File: src/rtl/core_pkg.sv
// Shared MIPS core definitions: write-back select codes, MEM FSM states, widths.
package core_pkg;

  localparam int unsigned XLEN    = 32;
  localparam int unsigned REG_AW  = 5;
  localparam int unsigned DADDR_W = 30;
  localparam int unsigned CNT_W   = 32;

  typedef enum logic [1:0] {
    WB_ALU = 2'b00,
    WB_MEM = 2'b01,
    WB_PC  = 2'b10
  } wb_sel_e;

  typedef enum logic [1:0] {
    MEM_IDLE = 2'b00,
    MEM_WAIT = 2'b01,
    MEM_DONE = 2'b10
  } mem_state_e;

  typedef struct packed {
    logic              reg_write;
    logic [REG_AW-1:0] write_reg;
    logic [XLEN-1:0]   wb_data;
  } memwb_t;

endpackage

File: src/rtl/mem_wb_stage_if.sv
// Data-cache request/response bundle between the MEM stage and the D-cache.
interface mem_wb_stage_if;
  import core_pkg::*;

  logic               DCACHE_ren;
  logic               DCACHE_wen;
  logic [DADDR_W-1:0] DCACHE_addr;
  logic [XLEN-1:0]    DCACHE_wdata;
  logic [XLEN-1:0]    DCACHE_rdata;
  logic               DCACHE_stall;

  modport master (
    output DCACHE_ren, DCACHE_wen, DCACHE_addr, DCACHE_wdata,
    input  DCACHE_rdata, DCACHE_stall
  );

  modport slave (
    input  DCACHE_ren, DCACHE_wen, DCACHE_addr, DCACHE_wdata,
    output DCACHE_rdata, DCACHE_stall
  );

endinterface

File: src/rtl/sat_counter.sv
// Saturating up-counter with enable and synchronous clear.
module sat_counter
  import core_pkg::*;
(
  input  logic             clk,
  input  logic             clr_i,
  input  logic             en_i,
  output logic [CNT_W-1:0] count_o
);

  logic [CNT_W-1:0] count_q;

  always_ff @(posedge clk) begin
    if (clr_i) begin
      count_q <= '0;
    end else if (en_i && (count_q != '1)) begin
      count_q <= count_q + CNT_W'(1);
    end
  end

  assign count_o = count_q;

endmodule

File: src/rtl/mem_wb_stage.sv
// MIPS memory stage: D-cache request FSM, write-back select, MEM/WB register,
// global memory stall and saturating perf counters.
module mem_wb_stage
  import core_pkg::*;
(
  input  logic              clk,
  input  logic              rst_n,
  input  logic              CacheRead_i,
  input  logic              CacheWrite_i,
  input  logic [1:0]        CachetoReg_i,
  input  logic              RegWrite_i,
  input  logic [XLEN-1:0]   ALU_result_i,
  input  logic [XLEN-1:0]   Write_data_i,
  input  logic [XLEN-1:0]   incremented_PC_i,
  input  logic [REG_AW-1:0] WriteReg_i,
  input  logic              ext_stall_i,
  mem_wb_stage_if.master    dcache,
  output logic              mem_stall_o,
  output logic              RegWrite_o,
  output logic [REG_AW-1:0] WriteReg_o,
  output logic [XLEN-1:0]   WB_data_o,
  output logic [XLEN-1:0]   fwd_data_o,
  output logic [CNT_W-1:0]  perf_access_o,
  output logic [CNT_W-1:0]  perf_stall_o
);

  mem_state_e      state_q, state_d;
  logic [XLEN-1:0] rbuf_q, rbuf_d;
  memwb_t          memwb_q, memwb_d;

  logic            access_c;
  logic            acc_done_c;
  logic            freeze_c;
  logic [XLEN-1:0] load_data_c;
  logic [XLEN-1:0] wb_data_c;

  assign access_c = CacheRead_i | CacheWrite_i;

  always_ff @(posedge clk) begin
    if (!rst_n) begin
      state_q <= MEM_IDLE;
      rbuf_q  <= '0;
    end else begin
      state_q <= state_d;
      rbuf_q  <= rbuf_d;
    end
  end

  // Request FSM; DONE parks a finished access so it is not reissued while frozen.
  always_comb begin
    state_d           = state_q;
    rbuf_d            = rbuf_q;
    dcache.DCACHE_ren = 1'b0;
    dcache.DCACHE_wen = 1'b0;
    mem_stall_o       = 1'b0;
    acc_done_c        = 1'b0;

    if (rst_n && (state_q != MEM_DONE)) begin
      dcache.DCACHE_ren = CacheRead_i;
      dcache.DCACHE_wen = CacheWrite_i & ~CacheRead_i;
      mem_stall_o       = access_c & dcache.DCACHE_stall;
      acc_done_c        = access_c & ~dcache.DCACHE_stall;
    end

    case (state_q)
      MEM_IDLE: begin
        if (access_c) begin
          if (dcache.DCACHE_stall) begin
            state_d = MEM_WAIT;
          end else if (ext_stall_i) begin
            state_d = MEM_DONE;
            rbuf_d  = dcache.DCACHE_rdata;
          end
        end
      end
      MEM_WAIT: begin
        if (!access_c) begin
          state_d = MEM_IDLE;
        end else if (!dcache.DCACHE_stall) begin
          if (ext_stall_i) begin
            state_d = MEM_DONE;
            rbuf_d  = dcache.DCACHE_rdata;
          end else begin
            state_d = MEM_IDLE;
          end
        end
      end
      MEM_DONE: begin
        if (!ext_stall_i) state_d = MEM_IDLE;
      end
      default: state_d = MEM_IDLE;
    endcase
  end

  assign dcache.DCACHE_addr  = ALU_result_i[XLEN-1:2];
  assign dcache.DCACHE_wdata = Write_data_i;

  // Write-back and forwarding value selection.
  always_comb begin
    load_data_c = (state_q == MEM_DONE) ? rbuf_q : dcache.DCACHE_rdata;
    wb_data_c   = ALU_result_i;
    fwd_data_o  = ALU_result_i;
    case (wb_sel_e'(CachetoReg_i))
      WB_MEM: wb_data_c = load_data_c;
      WB_PC: begin
        wb_data_c  = incremented_PC_i;
        fwd_data_o = incremented_PC_i;
      end
      default: ;
    endcase
  end

  assign freeze_c = mem_stall_o | ext_stall_i;

  always_comb begin
    memwb_d = memwb_q;
    if (!freeze_c) begin
      memwb_d.reg_write = RegWrite_i;
      memwb_d.write_reg = WriteReg_i;
      memwb_d.wb_data   = wb_data_c;
    end
  end

  always_ff @(posedge clk) begin
    if (!rst_n) memwb_q <= '0;
    else        memwb_q <= memwb_d;
  end

  assign RegWrite_o = memwb_q.reg_write;
  assign WriteReg_o = memwb_q.write_reg;
  assign WB_data_o  = memwb_q.wb_data;

  sat_counter u_access_cnt (
    .clk     (clk),
    .clr_i   (~rst_n),
    .en_i    (acc_done_c),
    .count_o (perf_access_o)
  );

  sat_counter u_stall_cnt (
    .clk     (clk),
    .clr_i   (~rst_n),
    .en_i    (mem_stall_o),
    .count_o (perf_stall_o)
  );

endmodule
File: src/flat_wrapper.sv
// flat-port wrapper written by rule: the top's interface ports become plain ports
module mem_wb_stage_flat import core_pkg::*;
  (clk, rst_n, CacheRead_i, CacheWrite_i, CachetoReg_i, RegWrite_i, ALU_result_i, Write_data_i, incremented_PC_i, WriteReg_i, ext_stall_i, mem_stall_o, RegWrite_o, WriteReg_o, WB_data_o, fwd_data_o, perf_access_o, perf_stall_o, dcache_DCACHE_ren, dcache_DCACHE_wen, dcache_DCACHE_addr, dcache_DCACHE_wdata, dcache_DCACHE_rdata, dcache_DCACHE_stall);
  mem_wb_stage_if dcache_i ();
  input  logic clk;
  input  logic rst_n;
  input  logic CacheRead_i;
  input  logic CacheWrite_i;
  input  logic [1:0] CachetoReg_i;
  input  logic RegWrite_i;
  input  logic [XLEN-1:0] ALU_result_i;
  input  logic [XLEN-1:0] Write_data_i;
  input  logic [XLEN-1:0] incremented_PC_i;
  input  logic [REG_AW-1:0] WriteReg_i;
  input  logic ext_stall_i;
  output logic mem_stall_o;
  output logic RegWrite_o;
  output logic [REG_AW-1:0] WriteReg_o;
  output logic [XLEN-1:0] WB_data_o;
  output logic [XLEN-1:0] fwd_data_o;
  output logic [CNT_W-1:0] perf_access_o;
  output logic [CNT_W-1:0] perf_stall_o;
  output wire logic [$bits(dcache_i.DCACHE_ren)-1:0] dcache_DCACHE_ren;
  output wire logic [$bits(dcache_i.DCACHE_wen)-1:0] dcache_DCACHE_wen;
  output wire logic [$bits(dcache_i.DCACHE_addr)-1:0] dcache_DCACHE_addr;
  output wire logic [$bits(dcache_i.DCACHE_wdata)-1:0] dcache_DCACHE_wdata;
  input wire logic [$bits(dcache_i.DCACHE_rdata)-1:0] dcache_DCACHE_rdata;
  input wire logic [$bits(dcache_i.DCACHE_stall)-1:0] dcache_DCACHE_stall;
  assign dcache_DCACHE_ren = dcache_i.DCACHE_ren;
  assign dcache_DCACHE_wen = dcache_i.DCACHE_wen;
  assign dcache_DCACHE_addr = dcache_i.DCACHE_addr;
  assign dcache_DCACHE_wdata = dcache_i.DCACHE_wdata;
  assign dcache_i.DCACHE_rdata = dcache_DCACHE_rdata;
  assign dcache_i.DCACHE_stall = dcache_DCACHE_stall;
  mem_wb_stage u_core (.clk(clk), .rst_n(rst_n), .CacheRead_i(CacheRead_i), .CacheWrite_i(CacheWrite_i), .CachetoReg_i(CachetoReg_i), .RegWrite_i(RegWrite_i), .ALU_result_i(ALU_result_i), .Write_data_i(Write_data_i), .incremented_PC_i(incremented_PC_i), .WriteReg_i(WriteReg_i), .ext_stall_i(ext_stall_i), .dcache(dcache_i), .mem_stall_o(mem_stall_o), .RegWrite_o(RegWrite_o), .WriteReg_o(WriteReg_o), .WB_data_o(WB_data_o), .fwd_data_o(fwd_data_o), .perf_access_o(perf_access_o), .perf_stall_o(perf_stall_o));
endmodule
File: config.mk
export PLATFORM = sky130hd
export DESIGN_NAME = mem_wb_stage_flat
export DESIGN_NICKNAME = d
export VERILOG_FILES = /design/src/rtl/core_pkg.sv /design/src/rtl/mem_wb_stage_if.sv /design/src/rtl/sat_counter.sv /design/src/rtl/mem_wb_stage.sv /design/src/flat_wrapper.sv
export SDC_FILE = /design/constraint.sdc
export NUM_CORES = 1
export LEC_CHECK = 0
export BUFFER_PORTS_ARGS = -buffer_cell sky130_fd_sc_hd__buf_4
export CORE_MARGIN = 1.5
export CORE_UTILIZATION = 43
export DETAILED_ROUTE_END_ITERATION = 10
export GPL_ROUTABILITY_DRIVEN = 0
export PLACE_DENSITY_LB_ADDON = 0.08
export REMOVE_ABC_BUFFERS = 1
export SLEW_MARGIN = 30
export SYNTH_ARGS = -nofsm -noshare
export SYNTH_HDL_FRONTEND = slang
export SYNTH_HIERARCHICAL = 1
export SYNTH_SLANG_ARGS = --single-unit
File: constraint.sdc
create_clock -name clk -period 3.3 [get_ports clk]
set_input_delay 0 -clock clk [delete_from_list [all_inputs] [get_ports clk]]
set_output_delay 0 -clock clk [all_outputs]
set_load 0.005 [all_outputs]
After elaboration in Yosys (flattened, before gate mapping)
Cells that the tools add are included.
{"block": "totals", "mem_bits_rw": 0, "mem_bits_ro": 0, "reg_bits": 136, "latch_bits": 0, "elab_cells": 49, "memories": 0, "output_inout_bits": 199}
{"block": "op_classes", "multipliers": 0, "n_shift": 0, "bitwise_logic": 7, "eq_ne": 11, "n_addsub": 2, "div_mod_pow": 0, "n_reduce_logical": 7, "muxes": 15, "n_lt_le_gt_ge": 0}
{"op": "32-bit by 1-bit adder with 32-bit output, second input constant", "n": 2}
{"op": "32-bit two-way mux", "n": 2}
{"op": "32-bit inequality test, second input constant", "n": 2}
{"op": "32-bit one-hot mux with 2 select lines", "n": 1}
{"op": "2-bit two-way mux", "n": 7}
{"op": "4-bit AND reduction", "n": 2}
{"op": "3-bit inequality test, second input constant", "n": 2}
{"op": "2-bit one-hot mux with 3 select lines", "n": 1}
{"op": "2-bit by 1-bit == test with 1-bit output, second input constant", "n": 2}
{"op": "2-bit == test, second input constant", "n": 2}
{"op": "1-bit two-way mux", "n": 4}
{"op": "2-bit inequality test, second input constant", "n": 2}
{"op": "1-bit AND", "n": 3}
{"op": "1-bit logical AND", "n": 3}
{"op": "2-bit logical NOT", "n": 1}
{"op": "2-bit by 1-bit inequality test with 1-bit output, second input constant", "n": 1}
{"op": "1-bit inverter", "n": 2}
{"op": "1-bit bitwise OR", "n": 2}
{"op": "2-bit OR reduction", "n": 1}

Logic depth before layout (Yosys ltp)
{"block": "logic_depth", "depth_word": 4, "depth_mapped": 9, "ltp_nobuf": 8}

Cells and area by module
The synthesis kept the hierarchy.
{"module": "mem_wb_stage", "n_inst": 1, "seq_area_each_um2": 1441.4, "cells_per_inst": 554, "area_per_inst_um2": 4639.4}
{"module": "sat_counter", "n_inst": 2, "seq_area_each_um2": 640.6, "cells_per_inst": 199, "area_per_inst_um2": 1674.1}

Least setup slack after synthesis
No wires, ideal clock.
{"block": "synth_path", "path_kind": "register -> register", "start": "reg u_core.state_q[0]", "end": "reg u_core.u_stall_cnt.count_q[31] (netlist: u_core/u_stall_cnt/count_o[31])", "setup_ns": 0.121, "t_required_ns": 3.179, "period_less_slack_ns": 2.621, "arrival_ns": 2.501, "path_stages_with_launch": 9, "path_slack_ns": 0.679, "cell_sequence": "dfxtp_1 -> nand2b_1 -> nand2_1 -> nor2_1 -> nand4_1 -> nor4_2 -> nand4_1 -> nor4_1 -> mux2_2"}
{"block": "synth_via", "elab_chain_len": 4}
{"item": "from (decl)", "line": "mem_wb_stage.sv:27", "text": "mem_state_e state_q, state_d;"}
{"item": "from (signal assigned)", "line": "mem_wb_stage.sv:44", "text": "state_q <= state_d;"}
{"item": "2-bit inequality test", "line": "mem_wb_stage.sv:58", "text": "if (rst_n && (state_q != MEM_DONE)) begin"}
{"item": "1-bit logical AND", "line": "mem_wb_stage.sv:58"}
{"item": "1-bit two-way mux", "line": "mem_wb_stage.sv:58"}
{"item": "named net mem_stall_o", "line": "flat_wrapper.sv:16", "text": "output logic mem_stall_o;"}
{"item": "1-bit logical AND", "line": "sat_counter.sv:16", "text": "end else if (en_i && (count_q != '1)) begin"}
{"item": "to (signal assigned)", "line": "sat_counter.sv:17", "text": "count_q <= count_q + CNT_W'(1);"}
{"item": "to (decl)", "line": "sat_counter.sv:11", "text": "logic [CNT_W-1:0] count_q;"}
The timed path passes the listed nets, and every way through them passes these cells.
A chain may end at the register's enable or synchronous reset.

Final worst setup path
{"block": "layout_path", "start": "reg u_core.state_q[0]", "end": "reg u_core.u_access_cnt.count_q[31] (netlist: u_core/u_access_cnt/count_o[31])"}
{"block": "layout_via", "elab_chain_len": 4}
{"item": "2-bit inequality test", "line": "mem_wb_stage.sv:58"}
{"item": "1-bit logical AND", "line": "mem_wb_stage.sv:58"}
{"item": "1-bit two-way mux", "line": "mem_wb_stage.sv:58"}
{"item": "named net u_core.acc_done_c", "line": "mem_wb_stage.sv:32", "text": "logic acc_done_c;"}
{"item": "1-bit logical AND", "line": "sat_counter.sv:16"}
{"item": "to (signal assigned)", "line": "sat_counter.sv:17"}
{"item": "to (decl)", "line": "sat_counter.sv:11"}
The timed path passes the listed nets, and every way through them passes these cells.

==> reports/results.ini <==
[routing]
drc_errors=25
dr.pass1.iters=9
drt-initial-drc-count=483
ant_nets=0
via_per_inst=5.72
wl_mm=27.3
vias=8443
wl_per_cell_um=18.5

[setup_path]
r2r_slack_ps=390
crit_arrival_ps=3220
worstRegToRegCells=9
rr_startpoint=u_core/state_q[0]
slowest_delay_ps=650
crit_chain=nand2b_1 > nand2_1 > nor2_1 > buf_4 > nand4_1 > nor4_2 > nand4_1 > nor4_1 > mux2_2
crit_path_end_kind=flip-flop
cp-start-kind=flip-flop
path_class=flip-flop to flip-flop
path_common_cell=nand4_1
cp_slowest_cell=nor4_2
crit_path_end=u_core/u_access_cnt/count_o[31]
required_ps=3610
worstSetupStartpoint=u_core/state_q[0]
worst-path-max-fanout=10
r2r_end=u_core/u_access_cnt/count_o[31]

[clock_network]
clkLatencyLatePin_ps=420
cts.path.max_buffers=2
cts_made_buffers=17
hold_buffers=110
cts_setup_buffers=0
cts_tree=built
cts-resized-gates=0
cts_sinks=136
clk_pin_slew_ps=60
cts-root-buf=clkbuf_16
htree_levels=4

[grt]
grt_usage_pct=27.3
grt_max_degree=76
grt_pass1_wl_mm=43.2
grt_overflow_total=0
grt_pass1_vias=8042
antenna_found_initial=0

[floorplan]
ioPinCount=341
coreArea_mm2=0.0181
die_h_um=139
die-width_um=139
row_count=49
dieArea_mm2=0.0194
initial_core_util_pct=44.2

[timing]
fin_hold_ws_ps=0.0199
rsz0062_at_grt=no
setup_viol=0
drv_slew=0
fin_crit_sh_pct=88.1
skew_ps=9.65
hold_viol=0
relSlewSlack_pct=45.1
fin_crit_ps=2910
clock.fmax_ghz=0.344
setup_ws_ps=392
worst_pin_slew_ps=824

[layout]
syn_to_final_growth_pct=42.8
final_nets=1380
finalCoreUtilization_pct=63.1
layout.cells.non_filler=1476
drive_gt1_share_pct=30.7
antennaDiodeCount=0

[synthesis]
synth.top_cells.by_area=dfxtp_1 34%, a21oi_1 6.8%, buf_4 5.9%
ys_warn_count=6
ys_seq_area_share_pct=34.1
synth_top_area_cell=dfxtp_1
syn_area_per_cell_um2=8.39
synth-seq-cells=136
yosysUniqueCellTypes=54
synthArstFlopShare_pct=0
syn_area_mm2=0.00799
synth_flop_cell=dfxtp_1
syn_inst=952
yosysTopAreaCellShare_pct=34.1
synth_edf_count=0

[pwr]
leakage_nw=4.39
vdd_drop_max_mv=0.346
power.density_mw_per_mm2=391

[hold_path]
hold_path.class=primary input to output port
holdPathStages=0

[placement]
hpwlAfterDp_mm=17.9
dp_cells=1334
portBuffers=276
pre_cts_slack_ps=425

[flow_run]
cap_violations=0

[status]
status=finished with violations
violations=DRC

[synthesized netlist by cell type (4+ instances only)]
library cell,count
clkbuf_1,50
nand4_1,20
o31ai_1,24
buf_2,22
and3_1,7
buf_6,5
nand2b_1,36
nor4_1,8
nand2_1,66
nor3_1,5
mux2_2,34
nor2_1,31
inv_1,6
o21ai_0,49
dfxtp_1,136
nand4b_1,32
a2111oi_0,4
mux2i_1,8
a21oi_1,108
nor3b_1,5
nand3_1,58
or3_1,20
o211ai_1,32
and4_1,8
ha_1,4
or4_1,24
nor2b_1,5
buf_4,63
a32o_1,32
xnor2_1,12
[stage by stage]
stage	power (mW)	cell area, um2	setup TNS [ps]
6_report	4.46	11400	0
3_3_place_gp	2.43	9710	0
3_5_place_dp	2.44	9710	0
5_1_grt	4.64	11400	0
2_1_floorplan	2.06	7160	-3090
4_1_cts	4.49	11400	0
[report_power, final]
part	total (mW)	internal, mW	switching (mW)
Clock	1.92	1.21	0.712
Combinational	0.803	0.440	0.363
Sequential	1.73	1.70	0.0322
[registers in the layout, summed over array words and instances, names as in the netlist]
name                         flops
u_core/u_access_cnt/count_o     32
u_core/rbuf_q                   32
u_core/WB_data_o                32
u_core/WriteReg_o                5
u_core/state_q                   2
u_core/u_stall_cnt/count_o      32
u_core/RegWrite_o                1
[critical path, delay by kind of cell (launching register included)]
| family | cells | cell delay (ps) |
|---|---|---|
| simple gates | 7 | 1930 |
| mux | 1 | 370 |
| flops | 1 | 320 |
| buf+inv | 1 | 160 |
[worst min path at each step]
stage / from / end / slack (ps)
floorplan: ALU_result_i[2] / dcache_DCACHE_addr[0] / 0
detailed placement: Write_data_i[0] / dcache_DCACHE_wdata[0] / 0.04
finish: Write_data_i[20] / dcache_DCACHE_wdata[20] / 0.02
global placement: Write_data_i[0] / dcache_DCACHE_wdata[0] / 0.04
global route: Write_data_i[0] / dcache_DCACHE_wdata[0] / 0.03
CTS: Write_data_i[0] / dcache_DCACHE_wdata[0] / 0.04
[layer usage]
metal,track usage (%),share of wire (%),up-vias
met1,34.7,43,4010
met3,7.54,7.5,40
li1,-,-,4084
met4,9.07,2.0,2
met5,1.25,0.13,-
met2,44.7,47,307
[placed cells by master (no fill, tap or decap), types with 8 or more instances in the layout]
master	netlist	final
or4_1	24	24
dlygate4sd3_1	0	110
or3_1	20	20
nand2_1	66	66
nand2b_1	36	36
nand3_1	58	58
o211ai_1	32	32
and4_1	8	8
mux2_2	34	34
clkbuf_16	0	17
o21ai_0	49	49
mux2i_1	8	8
nand4_1	20	20
dfxtp_1	136	136
nand4b_1	32	32
o31ai_1	24	24
a21oi_1	108	108
nor2_1	31	31
buf_4	63	292
xnor2_1	12	12
a32o_1	32	32
[cells by family (layout without fill, tap and decap cells)]
logic type,Yosys count,in the layout,synth area share [%]
DFF,136,136,34.1
muxes,44,44,6.08
buffers and inverters,148,443,10.7
and+or+nand+nor,340,340,25.0
adders and majority gates,4,4,0.627
AOI/OAI and AO/OA,266,266,22.0
xor gates and xnor gates,14,14,1.54
[layout make-up]
type	count	area [um2]
Fill cell	1579	6680
Multi-Input combinational cell	668	4440
Timing Repair Buffer	404	3330
Sequential cell	136	2720
Clock buffer	25	505
Tap cell	229	287
Clock inverter	7	90.1
Inverter	7	27.5
No activity file was read; power rests on OpenSTA's default activity.
